**config.mk**
```make
export PLATFORM = sky130hd
export DESIGN_NAME = addsub_pipe
export DESIGN_NICKNAME = d
export VERILOG_FILES = /design/src/rtl/addsub_pipe.sv
export SDC_FILE = /design/constraint.sdc
export NUM_CORES = 1
export LEC_CHECK = 0
export ABC_AREA = 1
export BUFFER_PORTS_ARGS = -buffer_cell sky130_fd_sc_hd__buf_2
export CAP_MARGIN = 5
export CORE_ASPECT_RATIO = 0.75
export CORE_MARGIN = 1.5
export CORE_UTILIZATION = 50
export CTS_BUF_LIST = sky130_fd_sc_hd__clkbuf_16
export DETAILED_ROUTE_END_ITERATION = 8
export GPL_TIMING_DRIVEN = 0
export HOLD_SLACK_MARGIN = 0.15
export PLACE_DENSITY = 0.72
export SETUP_SLACK_MARGIN = 0.5
export SYNTH_ARGS = -nofsm -noshare
export SYNTH_HDL_FRONTEND = slang
export SYNTH_SLANG_ARGS = --single-unit
```
**constraint.sdc**
```tcl
create_clock -name clk -period 9.6 [get_ports clk]
set_clock_uncertainty 0.15 [all_clocks]
set_input_delay 0.48 -clock clk [delete_from_list [all_inputs] [get_ports clk]]
set_output_delay 0.48 -clock clk [all_outputs]
set_load 0.1 [all_outputs]
```
**src/rtl/addsub_pipe.sv**
```systemverilog
// Chunk-serial pipelined adder/subtractor: each stage resolves CHUNK result bits
// using the carry registered by the previous stage; one global advance enable.
module addsub_pipe #(
    parameter int unsigned WIDTH = 32,
    parameter int unsigned CHUNK = 8,
    parameter int unsigned TAG_W = 4
) (
    input  logic             clk,
    input  logic             reset,
    input  logic             in_valid,
    output logic             in_ready,
    input  logic [WIDTH-1:0] A,
    input  logic [WIDTH-1:0] B,
    input  logic             ALUFun0,
    input  logic             Sign,
    input  logic [TAG_W-1:0] in_tag,
    output logic             out_valid,
    input  logic             out_ready,
    output logic [WIDTH-1:0] S,
    output logic             Zero,
    output logic             Overflow,
    output logic             Negative,
    output logic [TAG_W-1:0] out_tag
);

    localparam int unsigned STAGES = WIDTH / CHUNK;
    localparam int unsigned LAST   = STAGES - 1;

    // rank k holds an operation about to have chunk k computed
    logic             v_q   [STAGES];
    logic             v_d   [STAGES];
    logic [WIDTH-1:0] a_q   [STAGES];
    logic [WIDTH-1:0] a_d   [STAGES];
    logic [WIDTH-1:0] b_q   [STAGES];
    logic [WIDTH-1:0] b_d   [STAGES];
    logic [WIDTH-1:0] r_q   [STAGES];
    logic [WIDTH-1:0] r_d   [STAGES];
    logic             c_q   [STAGES];
    logic             c_d   [STAGES];
    logic             sub_q [STAGES];
    logic             sub_d [STAGES];
    logic             sgn_q [STAGES];
    logic             sgn_d [STAGES];
    logic [TAG_W-1:0] tag_q [STAGES];
    logic [TAG_W-1:0] tag_d [STAGES];

    logic             ov_q, ov_d;
    logic [WIDTH-1:0] s_q, s_d;
    logic             z_q, z_d;
    logic             o_q, o_d;
    logic             n_q, n_d;
    logic [TAG_W-1:0] otag_q, otag_d;

    logic [CHUNK:0]   sum_w [STAGES];
    logic [CHUNK-1:0] bx;
    logic [WIDTH-1:0] s_full;
    logic             a_msb, b_msb, s_msb, cout, ovf;
    logic             adv;

    assign adv      = !ov_q || out_ready;
    assign in_ready = adv;

    always_comb begin
        bx = '0;
        for (int unsigned k = 0; k < STAGES; k++) begin
            bx       = b_q[k][k*CHUNK +: CHUNK] ^ {CHUNK{sub_q[k]}};
            sum_w[k] = {1'b0, a_q[k][k*CHUNK +: CHUNK]} + {1'b0, bx}
                     + {{CHUNK{1'b0}}, c_q[k]};
        end
    end

    always_comb begin
        s_full = r_q[LAST];
        s_full[LAST*CHUNK +: CHUNK] = sum_w[LAST][CHUNK-1:0];
        a_msb = a_q[LAST][WIDTH-1];
        b_msb = b_q[LAST][WIDTH-1];
        s_msb = s_full[WIDTH-1];
        cout  = sum_w[LAST][CHUNK];
        // unsigned subtract reports borrow, i.e. the inverse of the carry out
        if (sgn_q[LAST]) begin
            if (sub_q[LAST]) ovf = (a_msb != b_msb) && (s_msb != a_msb);
            else             ovf = (a_msb == b_msb) && (s_msb != a_msb);
        end else begin
            ovf = sub_q[LAST] ? !cout : cout;
        end
    end

    always_comb begin
        for (int unsigned k = 0; k < STAGES; k++) begin
            v_d[k]   = v_q[k];
            a_d[k]   = a_q[k];
            b_d[k]   = b_q[k];
            r_d[k]   = r_q[k];
            c_d[k]   = c_q[k];
            sub_d[k] = sub_q[k];
            sgn_d[k] = sgn_q[k];
            tag_d[k] = tag_q[k];
        end
        ov_d   = ov_q;
        s_d    = s_q;
        z_d    = z_q;
        o_d    = o_q;
        n_d    = n_q;
        otag_d = otag_q;

        if (adv) begin
            v_d[0] = in_valid;
            if (in_valid) begin
                a_d[0]   = A;
                b_d[0]   = B;
                r_d[0]   = '0;
                c_d[0]   = ALUFun0;
                sub_d[0] = ALUFun0;
                sgn_d[0] = Sign;
                tag_d[0] = in_tag;
            end
            for (int unsigned k = 1; k < STAGES; k++) begin
                v_d[k] = v_q[k-1];
                if (v_q[k-1]) begin
                    a_d[k]   = a_q[k-1];
                    b_d[k]   = b_q[k-1];
                    r_d[k]   = r_q[k-1];
                    r_d[k][(k-1)*CHUNK +: CHUNK] = sum_w[k-1][CHUNK-1:0];
                    c_d[k]   = sum_w[k-1][CHUNK];
                    sub_d[k] = sub_q[k-1];
                    sgn_d[k] = sgn_q[k-1];
                    tag_d[k] = tag_q[k-1];
                end
            end
            ov_d = v_q[LAST];
            if (v_q[LAST]) begin
                s_d    = s_full;
                z_d    = (s_full == '0);
                o_d    = ovf;
                n_d    = sgn_q[LAST] & s_msb;
                otag_d = tag_q[LAST];
            end
        end
    end

    always_ff @(posedge clk or posedge reset) begin
        if (reset) begin
            for (int unsigned k = 0; k < STAGES; k++) begin
                v_q[k]   <= 1'b0;
                a_q[k]   <= '0;
                b_q[k]   <= '0;
                r_q[k]   <= '0;
                c_q[k]   <= 1'b0;
                sub_q[k] <= 1'b0;
                sgn_q[k] <= 1'b0;
                tag_q[k] <= '0;
            end
            ov_q   <= 1'b0;
            s_q    <= '0;
            z_q    <= 1'b0;
            o_q    <= 1'b0;
            n_q    <= 1'b0;
            otag_q <= '0;
        end else begin
            for (int unsigned k = 0; k < STAGES; k++) begin
                v_q[k]   <= v_d[k];
                a_q[k]   <= a_d[k];
                b_q[k]   <= b_d[k];
                r_q[k]   <= r_d[k];
                c_q[k]   <= c_d[k];
                sub_q[k] <= sub_d[k];
                sgn_q[k] <= sgn_d[k];
                tag_q[k] <= tag_d[k];
            end
            ov_q   <= ov_d;
            s_q    <= s_d;
            z_q    <= z_d;
            o_q    <= o_d;
            n_q    <= n_d;
            otag_q <= otag_d;
        end
    end

    assign out_valid = ov_q;
    assign S         = s_q;
    assign Zero      = z_q;
    assign Overflow  = o_q;
    assign Negative  = n_q;
    assign out_tag   = otag_q;

endmodule
```
Word-level counts from Yosys, hierarchy flattened:

Index checks and enable logic that the tools add are counted.

* $add $sub $neg: 8
* reduce and logical (&&, ||, !) cells: 11
* equality and inequality tests: 3
* bitwise logic cells: 5
* muxes and demuxes: 3

Operator list (count)
* adder 8 x 8 -> 9 bit: 4
* adder 9 x 1 -> 9 bit: 4
* logical NOT 32 bit: 1
* XOR 8 bit: 4
* AND reduction 2 bit: 5
* two-way mux 1 bit: 3
* logical AND 1 bit: 2
* logical NOT 1 bit: 2
* != test 1 bit: 2
* AND 1 bit: 1
* equality test 1 bit: 1
* logical OR 1 bit: 1

* register bits after elaboration: 375
* word-level logic and storage cells: 66
* bits of input ports: 74

Depth between registers and ports, before layout:

* depth in word-level cells: 7
* gate-level depth with buffers: 15
* depth with buffers taken out: 14

Least setup slack after synthesis:

OpenSTA, ideal clock, no wires.

* kind: register -> register
* start: register ov_q, in the netlist out_valid
* end: register a_q[103] in the netlist's numbering
* period minus slack after synthesis: 2512 ps
* slack: 7088 ps
* required time: 9325 ps
* data arrival time: 2237 ps
* cell stages (with the launch flop): 8
* cells stage by stage: dfrtp_1 > inv_1 > nor2_8 > inv_4 > nand2_2 > buf_6 > buf_6 > mux2_4

* word-level cells in the longest chain between the ends: 3

Ends and longest elaborated chain
* start: declaration: RTL line 47 `logic ov_q, ov_d;`
* start signal: assignment: RTL line 170 `ov_q <= ov_d;`
* logical NOT 1 bit: RTL line 60 `assign adv = !ov_q || out_ready;`
* logical OR 1 bit: RTL line 60
* named net in_ready: RTL line 11 `output logic in_ready,`
* AND reduction 2 bit (no line)
* end signal: indexed assignment: RTL line 162 `a_q[k] <= a_d[k];`
* end: declaration: RTL line 32 `logic [WIDTH-1:0] a_q [STAGES];`

The timed path passes the listed nets, and every way through them passes these cells.
A chain may end at the register's enable or synchronous reset.

Final worst setup path:

* start: register sub_q[2] in the netlist's numbering
* end: register r_q[46] in the netlist's numbering

* word-level cells in the longest chain between the ends: 3

Ends and longest elaborated chain
* start: declaration: RTL line 40 `logic sub_q [STAGES];`
* start signal: indexed assignment: RTL line 166 `sub_q[k] <= sub_d[k];`
* XOR 8 bit: RTL line 66 `bx = b_q[k][k*CHUNK +: CHUNK] ^ {CHUNK{sub_q[k]}};`
* adder 8 x 8 -> 9 bit: RTL line 67 `sum_w[k] = {1'b0, a_q[k][k*CHUNK +: CHUNK]} + {1'b0, bx}`
* adder 9 x 1 -> 9 bit: RTL line 68 `+ {{CHUNK{1'b0}}, c_q[k]};`
* end signal: indexed assignment: RTL line 164 `r_q[k] <= r_d[k];`
* end: declaration: RTL line 36 `logic [WIDTH-1:0] r_q [STAGES];`

No other way between the ends.

==> impl_metrics.env <==
export IMPL_status="completed"
export IMPL_dp_slack_ns=6.94
export IMPL_cts_setup_buffers=0
export IMPL_yosysSeqAreaShare=0.574
export IMPL_synth_largest_area_cell="dfrtp_1"
export IMPL_synth_fp_nets=1386
export IMPL_worst_slew_pin_slew_ns=0.618
export IMPL_p_leak_nw=7.69
export IMPL_cp_arrival_ns=2.97
export IMPL_cap_violations=0
export IMPL_yosysMostFrequentCell="nand2_1"
export IMPL_fmax_mhz=371
export IMPL_drt_initial_drc_count=638
export IMPL_synth_area_sq_um=12200
export IMPL_ir_drop_mv=0.221
export IMPL_grt_pass1_wl_um=45100
export IMPL_dr_pass1_iters=5
export IMPL_hold_depth=4
export IMPL_routabilityCongestion=0.896
export IMPL_rsz0062_at_grt="false"
export IMPL_p_comb_frac=0.471
export IMPL_power_internal_mw=3.12
export IMPL_fin_hold_ws_ns=0.223
export IMPL_drt_antenna_violating_nets=0
export IMPL_yosysTopAreaCellShare=0.574
export IMPL_switching_share=0.452
export IMPL_yosys_top_cells_area="dfrtp_1 (57%), nand2_1 (15%), o21ai_0 (3.7%)"
export IMPL_antenna_found_initial=0
export IMPL_vias=9113
export IMPL_final_layout_size_suffix_gt1_frac=0.171
export IMPL_fin_cells=1817
export IMPL_cts_tree="done"
export IMPL_ys_ff_latch=279
export IMPL_fp_coreArea_sq_um=23900
export IMPL_startpoint_type="register"
export IMPL_final_area_sq_um=14700
export IMPL_synth_avg_cell_area_sq_um=9.52
export IMPL_clk_path_buf_depth=3
export IMPL_layout_nets=1603
export IMPL_drv_slew=0
export IMPL_globalRouteOverflowTotal=0
export IMPL_insertedDiodeCount=0
export IMPL_cts_sinks=279
export IMPL_yosys_warnings=0
export IMPL_drc=0
export IMPL_numCtsBuffers=28
export IMPL_synth_flop_cell="dfrtp_1"
export IMPL_portBuffers=114
export IMPL_pwr_density_cell_nw_per_um2=386
export IMPL_timing_final_crit_share=0.281
export IMPL_synth_edf_count=0
export IMPL_clkPwrFrac=0.182
export IMPL_postPlaceCellArea_sq_um=13200
export IMPL_wire_per_inst_um=15.2
export IMPL_die_width_um=183
export IMPL_wl_um=27500
export IMPL_placement_rows=49
export IMPL_start_util=0.509
export IMPL_path_class="register to register"
export IMPL_die_area_sq_um=25300
export IMPL_synthCells=1277
export IMPL_path_max_fanout=10
export IMPL_grt_pass1_vias=8751
export IMPL_via_per_inst=5.02
export IMPL_setup_violations=0
export IMPL_die_y_um=138
export IMPL_regArea_sq_um=6980
export IMPL_cts_htree_levels=1
export IMPL_async_reset_ff_frac=1.00
export IMPL_tns_ns=0
export IMPL_ys_types=38
export IMPL_hold_viol=0
export IMPL_power_mw=5.69
export IMPL_crit_path_end_kind="register"
export IMPL_grt_max_degree=114
export IMPL_relSlewSlack=0.588
export IMPL_post_route_util=0.617
export IMPL_cts_root_buffer="clkbuf_16"
export IMPL_nFillCells=2031
export IMPL_area_growth_syn_to_layout_pct=21.2
export IMPL_switchingPower_mw=2.57
export IMPL_cp_required_ns=9.88
export IMPL_min_path_type="input port to register"
export IMPL_period_minus_slack_ns=2.70
export IMPL_synth_common_cells="nand2_1 (484), dfrtp_1 (279), o21ai_0 (90)"
export IMPL_multi_input_area_sq_um=4550
export IMPL_setup_slack_ns=6.90
export IMPL_power_frac_seq=0.347
export IMPL_place_inst=1699
export IMPL_ios=115
export IMPL_dp_hpwl_um=19600
export IMPL_grt_usage=0.223
export IMPL_clk_insertion_delay_late_ns=0.54
export IMPL_cts_clk_slew_worst_paths_ns=0.06
export IMPL_reg2regPathDepth=13
==> kinds of logic (layout without fill, tap and decap cells) <==
family                   after synthesis  count (layout)  share of synthesized area
AO/OA/AOI/OAI                        152             152                     0.0679
flip-flops                           279             279                      0.574
adder cells (fa/ha/maj)               35              35                     0.0403
XOR/XNOR                              46              46                     0.0331
AND/OR/NAND/NOR                      573             573                      0.186
buffers and inverters                145             379                     0.0518
multiplexers                          47              47                     0.0469
==> cell type report <==
class	instances	share of cell area
Sequential cell	279	0.474
Multi-Input combinational cell	853	0.309
Timing Repair Buffer	187	0.0906
Clock buffer	29	0.0492
Tap cell	306	0.0260
Inverter	89	0.0233
Buffer	56	0.0199
Clock inverter	18	0.00883
==> power groups by stage <==
stage / registers, mW / logic [mW] / clock network [mW]
after global placement: 1.98 / 2.57 / 0
after CTS: 1.97 / 2.68 / 1.05
after global routing: 2.02 / 2.98 / 1.09
final: 1.98 / 2.68 / 1.04
after floorplan: 2.36 / 1.60 / 0
after detailed placement: 1.98 / 2.63 / 0
==> layer usage <==
| metal | global-route usage | part of all wire |
|---|---|---|
| met5 | 0 | 0 |
| met4 | 0.0444 | 0.018 |
| met3 | 0.0282 | 0.047 |
| met2 | 0.339 | 0.44 |
| met1 | 0.345 | 0.50 |
==> worst paths after layout <==
path	from	endpoint	slack [ns]
max	sub_q[2]$_DFFE_PP0P_	r_q[46]$_DFFE_PP0P_	6.90
min	out_ready	out_valid$_DFFE_PP0N_	0.22
max reg2reg	sub_q[2]$_DFFE_PP0P_	r_q[46]$_DFFE_PP0P_	6.90
min reg2reg	b_q[88]$_DFFE_PP0P_	b_q[88]$_DFFE_PP0P_	0.32
max in group asynchronous	reset	a_q[99]$_DFFE_PP0P_	7.60
min in group asynchronous	reset	S[21]$_DFFE_PP0P_	0.35
==> registers in the layout (all words and copies together) (netlist names) <==
register   count
Negative       1
a_q           79
sgn_q          4
a_msb          1
Zero           1
out_valid      1
b_msb          1
out_tag        4
sub_q          4
Overflow       1
S             32
tag_q         16
v_q            4
b_q           79
r_q           48
c_q            3
==> cells in the final DEF, fill, tap and decap left out, drive strengths merged, types with 7 or more instances in the layout <==
cell type	count
buf	155
dlygate4sd3	71
a21oi	48
inv	94
mux2	47
clkbuf	46
dfrtp	279
clkinv	11
xor2	34
fa	7
nand2	485
nand3	21
o21ai	93
ha	28
xnor2	12
nor2	49
nand4	11
==> critical path, cell delays in order, from the launching register on <==
cell and delay (ns):
dfrtp_1 0.31, buf_2 0.26, xor2_1 0.23, fa_1 0.24, inv_1 0.06, fa_1 0.40, o21ai_0 0.37, nand2_1 0.16
nand2_1 0.09, a21oi_1 0.08, nor2_1 0.09, nor2_1 0.04, nand2_1 0.06, nand2_1 0.05
==> timing repair <==
| action | CTS | global route |
|---|---|---|
| gates resized for setup | 0 | 0 |
| endpoints found under the hold margin | 124 | 0 |
| hold buffers | 71 | 0 |
Note: power is estimated with default switching activity, not from simulation.
